<file path="src/rtl/lsu_pkg.sv">
// Shared load/store definitions: access size encodings and alignment check.
package lsu_pkg;

    typedef enum logic [1:0] {
        SZ_BYTE = 2'b00,
        SZ_HALF = 2'b01,
        SZ_WORD = 2'b10,
        SZ_ILL  = 2'b11
    } lsu_size_e;

    // Returns 1 when an access cannot be issued: illegal size, or an address
    // not aligned to the access size.
    function automatic logic misaligned(input logic [1:0] size, input logic [1:0] addr_lo);
        logic bad;
        bad = 1'b0;
        case (lsu_size_e'(size))
            SZ_BYTE: bad = 1'b0;
            SZ_HALF: bad = addr_lo[0];
            SZ_WORD: bad = (addr_lo != 2'b00);
            default: bad = 1'b1;
        endcase
        return bad;
    endfunction

endpackage

</file>
<file path="src/rtl/lsu_load_align.sv">
// Load data lane selection and sign/zero extension from a 32-bit RAM word.
module lsu_load_align
    import lsu_pkg::*;
(
    input  logic [31:0] rdata,
    input  logic [1:0]  addr_lo,
    input  logic [1:0]  size,
    input  logic        zero_ext,
    output logic [31:0] ext_data
);

    logic [31:0] shifted;

    // Shift the addressed lane down to bit 0, then extend per size.
    always_comb begin
        shifted  = rdata >> {addr_lo, 3'b000};
        ext_data = '0;
        case (lsu_size_e'(size))
            SZ_BYTE: ext_data = zero_ext ? {24'd0, shifted[7:0]}
                                         : {{24{shifted[7]}}, shifted[7:0]};
            SZ_HALF: ext_data = zero_ext ? {16'd0, shifted[15:0]}
                                         : {{16{shifted[15]}}, shifted[15:0]};
            SZ_WORD: ext_data = shifted;
            default: ext_data = '0;
        endcase
    end

endmodule

</file>
<file path="src/rtl/ram_lsu_bridge.sv">
// Load/store bridge between the CPU request channel and a single-port word RAM.
module ram_lsu_bridge
    import lsu_pkg::*;
#(
    parameter int unsigned ADDR_W = 32
) (
    input  logic              clk,
    input  logic              rst_n,
    input  logic              req_valid,
    output logic              req_ready,
    input  logic              req_we,
    input  logic [1:0]        req_size,
    input  logic              req_unsigned,
    input  logic [ADDR_W-1:0] req_addr,
    input  logic [31:0]       req_wdata,
    output logic              rsp_valid,
    input  logic              rsp_ready,
    output logic [31:0]       rsp_rdata,
    output logic              rsp_err,
    output logic              ram_we,
    output logic [3:0]        ram_wstrb,
    output logic [ADDR_W-1:0] ram_addr,
    output logic [31:0]       ram_wdata,
    input  logic [31:0]       ram_rdata
);

    typedef enum logic {
        ST_IDLE,
        ST_RESP
    } state_e;

    state_e      state, state_next;
    logic        accept;
    logic        req_err;
    logic        do_store;
    logic [3:0]  strb;
    logic [31:0] load_data;

    assign req_ready = (state == ST_IDLE) | rsp_ready;
    assign accept    = req_valid & req_ready;
    assign req_err   = misaligned(req_size, req_addr[1:0]);
    assign do_store  = accept & req_we & ~req_err;
    assign rsp_valid = (state == ST_RESP);

    lsu_load_align u_load_align (
        .rdata    (ram_rdata),
        .addr_lo  (req_addr[1:0]),
        .size     (req_size),
        .zero_ext (req_unsigned),
        .ext_data (load_data)
    );

    // Byte strobes and lane-replicated write data for the requested size.
    always_comb begin
        strb      = '0;
        ram_wdata = req_wdata;
        case (lsu_size_e'(req_size))
            SZ_BYTE: begin
                strb      = 4'b0001 << req_addr[1:0];
                ram_wdata = {4{req_wdata[7:0]}};
            end
            SZ_HALF: begin
                strb      = 4'b0011 << req_addr[1:0];
                ram_wdata = {2{req_wdata[15:0]}};
            end
            SZ_WORD: strb = 4'b1111;
            default: strb = '0;
        endcase
    end

    // RAM-side controls: writes only issue for an accepted, legal store.
    always_comb begin
        ram_we    = do_store;
        ram_wstrb = do_store ? strb : '0;
        ram_addr  = req_valid ? {req_addr[ADDR_W-1:2], 2'b00} : '0;
    end

    // State register.
    always_ff @(posedge clk or negedge rst_n) begin
        if (!rst_n) begin
            state <= ST_IDLE;
        end else begin
            state <= state_next;
        end
    end

    // Next state: load on accept, drain to IDLE when the consumer takes it.
    always_comb begin
        state_next = state;
        if (accept) begin
            state_next = ST_RESP;
        end else if ((state == ST_RESP) && rsp_ready) begin
            state_next = ST_IDLE;
        end
    end

    // Response register: captured on accept, held otherwise.
    always_ff @(posedge clk or negedge rst_n) begin
        if (!rst_n) begin
            rsp_rdata <= '0;
            rsp_err   <= 1'b0;
        end else if (accept) begin
            rsp_err   <= req_err;
            rsp_rdata <= (req_err || req_we) ? '0 : load_data;
        end
    end

endmodule

</file>
<file path="config.mk">
export PLATFORM = sky130hd
export DESIGN_NAME = ram_lsu_bridge
export DESIGN_NICKNAME = d
export VERILOG_FILES = /design/src/rtl/lsu_pkg.sv /design/src/rtl/lsu_load_align.sv /design/src/rtl/ram_lsu_bridge.sv
export SDC_FILE = /design/constraint.sdc
export NUM_CORES = 1
export LEC_CHECK = 0
export CORE_ASPECT_RATIO = 1.75
export CORE_UTILIZATION = 34
export CTS_BUF_LIST = sky130_fd_sc_hd__clkbuf_16
export DETAILED_ROUTE_END_ITERATION = 7
export PLACE_DENSITY_LB_ADDON = 0.3
export SLEW_MARGIN = 25
export SYNTH_ARGS = -nofsm -noshare
export SYNTH_HDL_FRONTEND = slang
export SYNTH_HIERARCHICAL = 1
export SYNTH_SLANG_ARGS = --single-unit
</file>
<file path="constraint.sdc">
create_clock -name clk -period 1.85 [get_ports clk]
set_input_delay 0.4625 -clock clk [delete_from_list [all_inputs] [get_ports clk]]
set_output_delay 0.4625 -clock clk [all_outputs]
set_load 0.1 [all_outputs]
</file>
==> results of run 1 <==
## how the worst min path moves through the flow
stage,startpoint,endpoint,slack (ns),cells past startpoint
3_5_place_dp,rsp_rdata[5],rsp_rdata[5],0.58,2
5_1_grt,rsp_rdata[26],rsp_rdata[26],0.62,2
3_3_place_gp,rsp_rdata[10],rsp_rdata[10],0.57,2
4_1_cts,rsp_rdata[11],rsp_rdata[11],0.59,2
2_1_floorplan,rst_n,rsp_err,0.17,0
6_report,rsp_rdata[6],rsp_rdata[6],0.59,2
## timing repair
action,CTS,global route
setup endpoints to repair,93,51
cloned,4,0
hold buffers,0,0
gates resized for setup,78,25
pin swaps,34,10
buffers inserted,12,4
## placed cells by master, fill, tap and decap left out, types with 4 or more instances in the layout
cell type / instances
o21ai_4: 10
nor2_1: 9
mux2_2: 6
clkbuf_16: 5
o31ai_1: 6
o41ai_2: 33
dfrtp_1: 33
o21ai_0: 39
mux2i_1: 15
dlygate4sd2_1: 16
a211oi_1: 10
mux2i_4: 4
mux2i_2: 6
nor2b_1: 8
nand2_1: 23
buf_12: 112
a211oi_2: 5
clkdlybuf4s50_1: 80
buf_4: 46
and2_2: 30
inv_1: 37
mux2_4: 10
buf_6: 9
a21oi_1: 9
## per-stage QoR
stage | setup TNS [ns] | power [mW] | cells | instance area (um^2) | worst slack, ns
finish | -2.70 | 4.24 | 734 | 7530 | -0.329
detailed placement | -38.51 | 3.34 | 711 | 6950 | -0.685
global placement | -35.67 | 3.31 | 711 | 6950 | -0.651
floorplan | -4.81 | 2.30 | 379 | 3580 | -1.11
CTS | -3.12 | 4.23 | 734 | 7480 | -0.353
global route | -3.50 | 4.37 | 734 | 7530 | -0.382
## final cells by class
type / instances / share of cell area, %
Timing Repair Buffer: 274 / 50.4
Clock buffer: 5 / 1.66
Inverter: 37 / 1.89
Multi-Input combinational cell: 260 / 32.5
Sequential cell: 34 / 11.3
Tap cell: 122 / 2.03
Clock inverter: 2 / 0.0997
## critical path: cells and delay by family (launching register included)
| kind | cells | cell delay (ns) |
|---|---|---|
| AND/OR/NAND/NOR | 3 | 0.75 |
| buffers and inverters | 1 | 0.21 |
| flip-flops | 1 | 0.47 |
## cells by family after synthesis
family          share of synthesized area (%)
compound gates                           31.7
simple gates                             15.2
buf+inv                                  13.1
mux                                      13.4
flops                                    25.7
xor+xnor                                0.794
other cells                             0.113
## power by group through the flow
stage / logic (mW) / clock network (mW) / registers, mW
global route: 2.71 / 0.825 / 0.829
global placement: 2.47 / 0 / 0.836
detailed placement: 2.50 / 0 / 0.838
CTS: 2.61 / 0.790 / 0.826
finish: 2.63 / 0.781 / 0.825
floorplan: 1.22 / 0 / 1.08
## sequential cells by signal, summed over array words and instances, names as in the netlist
signal and cells:
rsp_rdata 32, rsp_valid 1, rsp_err 1
## per-layer routing
metal  share of wire [%]  routed length [um]
met5                   0                   0
met4                 3.9                 583
met3                 6.9                1010
met2                  58                8560
met1                  31                4640
==> results.md, run 1 <==
Routing:
- The total detailed-routing wirelength is 14.8 mm.
- After detailed routing, the average wire length per cell comes to 20.2 um.
- Across all layers, the routed design uses 4003 vias.
- The detailed router finished its first iteration with 316 violations.
- The iteration count of the initial detailed-routing pass is 5.
- In this run the remaining antenna-violating nets after routing total 0.
- After detailed routing, the number of remaining DRC violations is 0.
- The via density per instance is 5.45.

Setup path:
- The startpoint identified for the worst register-to-register timing path is rsp_valid.
- The timing endpoint of the critical path is ram_we.
- The worst setup path is of the flip-flop to output pin kind.
- In this run the worst setup path begins at rsp_valid.
- The slowest cell on the critical path is dfrtp_4.
- STA classifies the critical path endpoint as an output pin.
- In this run the worst path has a maximum fanout of 3.
- The worst path arrival time is 1.72 ns.
- In this design, the stage delay of the slowest critical-path cell is 0.47 ns.
- The required time reported for the critical path endpoint is 1.39 ns.
- Setup slack on the worst reg-to-reg path comes out at 0.11 ns.
- The logic depth of the worst register-to-register path is 4.
- The worst reg2reg path endpoint is rsp_rdata[8].
- Traced cell by cell, the critical path runs through nor2b_4 -> or3_4 -> nor3b_4 -> buf_12.
- STA classifies the critical path startpoint as a flip-flop.

Global route:
- The number of antenna violations at the first check in global routing is 0.
- The all-layer global routing usage is 28.9%.
- The via count of the first global-routing pass is 4246.
- The routing usage on met1 is 27.8%.
- Entering global routing, the biggest net connects 35 pins.
- The met2 global-route usage is 57.8%.
- The aggregate global routing overflow is 0.
- The first global-routing pass estimated 22.6 mm of wire.
- The met3 capacity usage during global routing is 5.59%.
- The most used routing layer in global routing is met2.

Logic synthesis:
- Sorting the synthesized cells by area gives the leading types as dfrtp_1 (26%), o41ai_2 (14%), o21ai_0 (7.6%).
- Averaged over all synthesized cells, the footprint is 8.76 um^2.
- The share of synthesized area in the top cell type comes to 25.7%.
- Yosys printed 6 warnings.
- The leading area contributor after synthesis is dfrtp_1.
- The mapped cell area is 3310 um^2.
- The synthesized design contains 34 register bits.
- By instance count, the leading cell after synthesis is o21ai_0.
- The instance count of the mapped netlist is 378.
- Sorting the synthesized cells by how often they occur yields o21ai_0 (50), inv_1 (36), dfrtp_1 (34), and2_1 (31), o41ai_2 (29).
- Yosys mapped a number of flops with a built-in enable equal to 0.
- The share of flip-flops with an asynchronous set or reset after synthesis is 100%.
- The commonest register cell after synthesis is dfrtp_1.
- The count of different cell masters after synthesis is 42.
- Of the synthesized area, sequential elements account for 25.7%.

Outcome:
- The run finished, with violations left.
- The checks that failed: negative setup slack.

STA:
- The final setup skew is 0.00387 ns.
- The number of endpoints with negative hold slack in the final report is 0.
- The post-layout worst setup margin is -0.329 ns.
- Setup repair after global routing could not meet its margin everywhere.
- Subtracting the final worst setup slack from the clock period gives 2.18 ns.
- The worst-case headroom to the max-slew limit is 54.2%.
- The achievable frequency is 459 MHz.
- Setup violations remaining at the end of the flow were counted as 22.
- At the pin with the least slew margin, the transition time is 0.682 ns.
- The final critical path takes up 118% of the cycle.
- The count of final max-slew check failures is 0.
- The final hold slack is 0.593 ns.

Layout:
- The final net count is 716.
- The share of layout cells above drive strength 1 is 51.0%.
- The area growth from synthesis to layout is 127%.
- The area of combinational cells with multiple inputs is 2450 um^2.
- The number of antenna diodes in the final layout is 0.
- The total of fill cells in the finished design is 559.
- The sequential cells in the finished layout cover a total of 855 um^2.
- For this run, the share of the core covered by cells in the final layout is 79.5%.

Pwr:
- Combinational cells account for 62.1% of the total power.
- The total internal power is 2.30 mW.
- For this design the static power due to leakage is 3.34 nW.
- Power spread over the standard cell area amounts to 563 nW/um^2.
- The switching share of power is 45.7%.
- Registers are responsible for 19.5% of the overall power.
- The peak supply drop is 423 uV.
- The analysis attributes to net switching a power of 1.94 mW.
- The clock network is responsible for 18.4% of the overall power.

Min path:
- The path class of the lowest-slack min-delay path is flip-flop to flip-flop.

Floorplanning:
- Row generation in the floorplan step produced 47 rows.
- The total area inside the core boundary comes to 9470 um^2.
- The die is 76.6 um wide.
- The height of the die is 133 um.
- The starting density of the core is 35.0%.
- The total die area is 10200 um^2.
- For this design the top-level I/O count stands at 208.

Clock network:
- After clock tree synthesis, the clock-pin slew on the worst setup and hold paths is 0.05 ns.
- The root cell of the clock tree is clkbuf_16.
- TritonCTS built the clock tree.
- The later-pin clock latency in the skew report is 0.29 ns.
- The H-tree was split into 2 levels.
- The number of buffers inserted during clock tree synthesis is 5.
- The clock net in this run drives a total of 34 sinks.
- The maximum buffer depth of the clock tree is 2.

Placed design:
- Once detailed placement completed, the half-perimeter wirelength came to 10.8 mm.
- The number of buffers inserted by port buffering is 205.
- The routability congestion estimate is 0.873.

Flow run:
- The max-capacitance violation count is 0.
(Power assumes the default switching activity.)
==> inputs of run 2 (changes only) <==
- CAP_MARGIN: default -> 20
==> results of run 2 <==
Same layout as run 1: the final DEF is identical, and so are final timing and power.
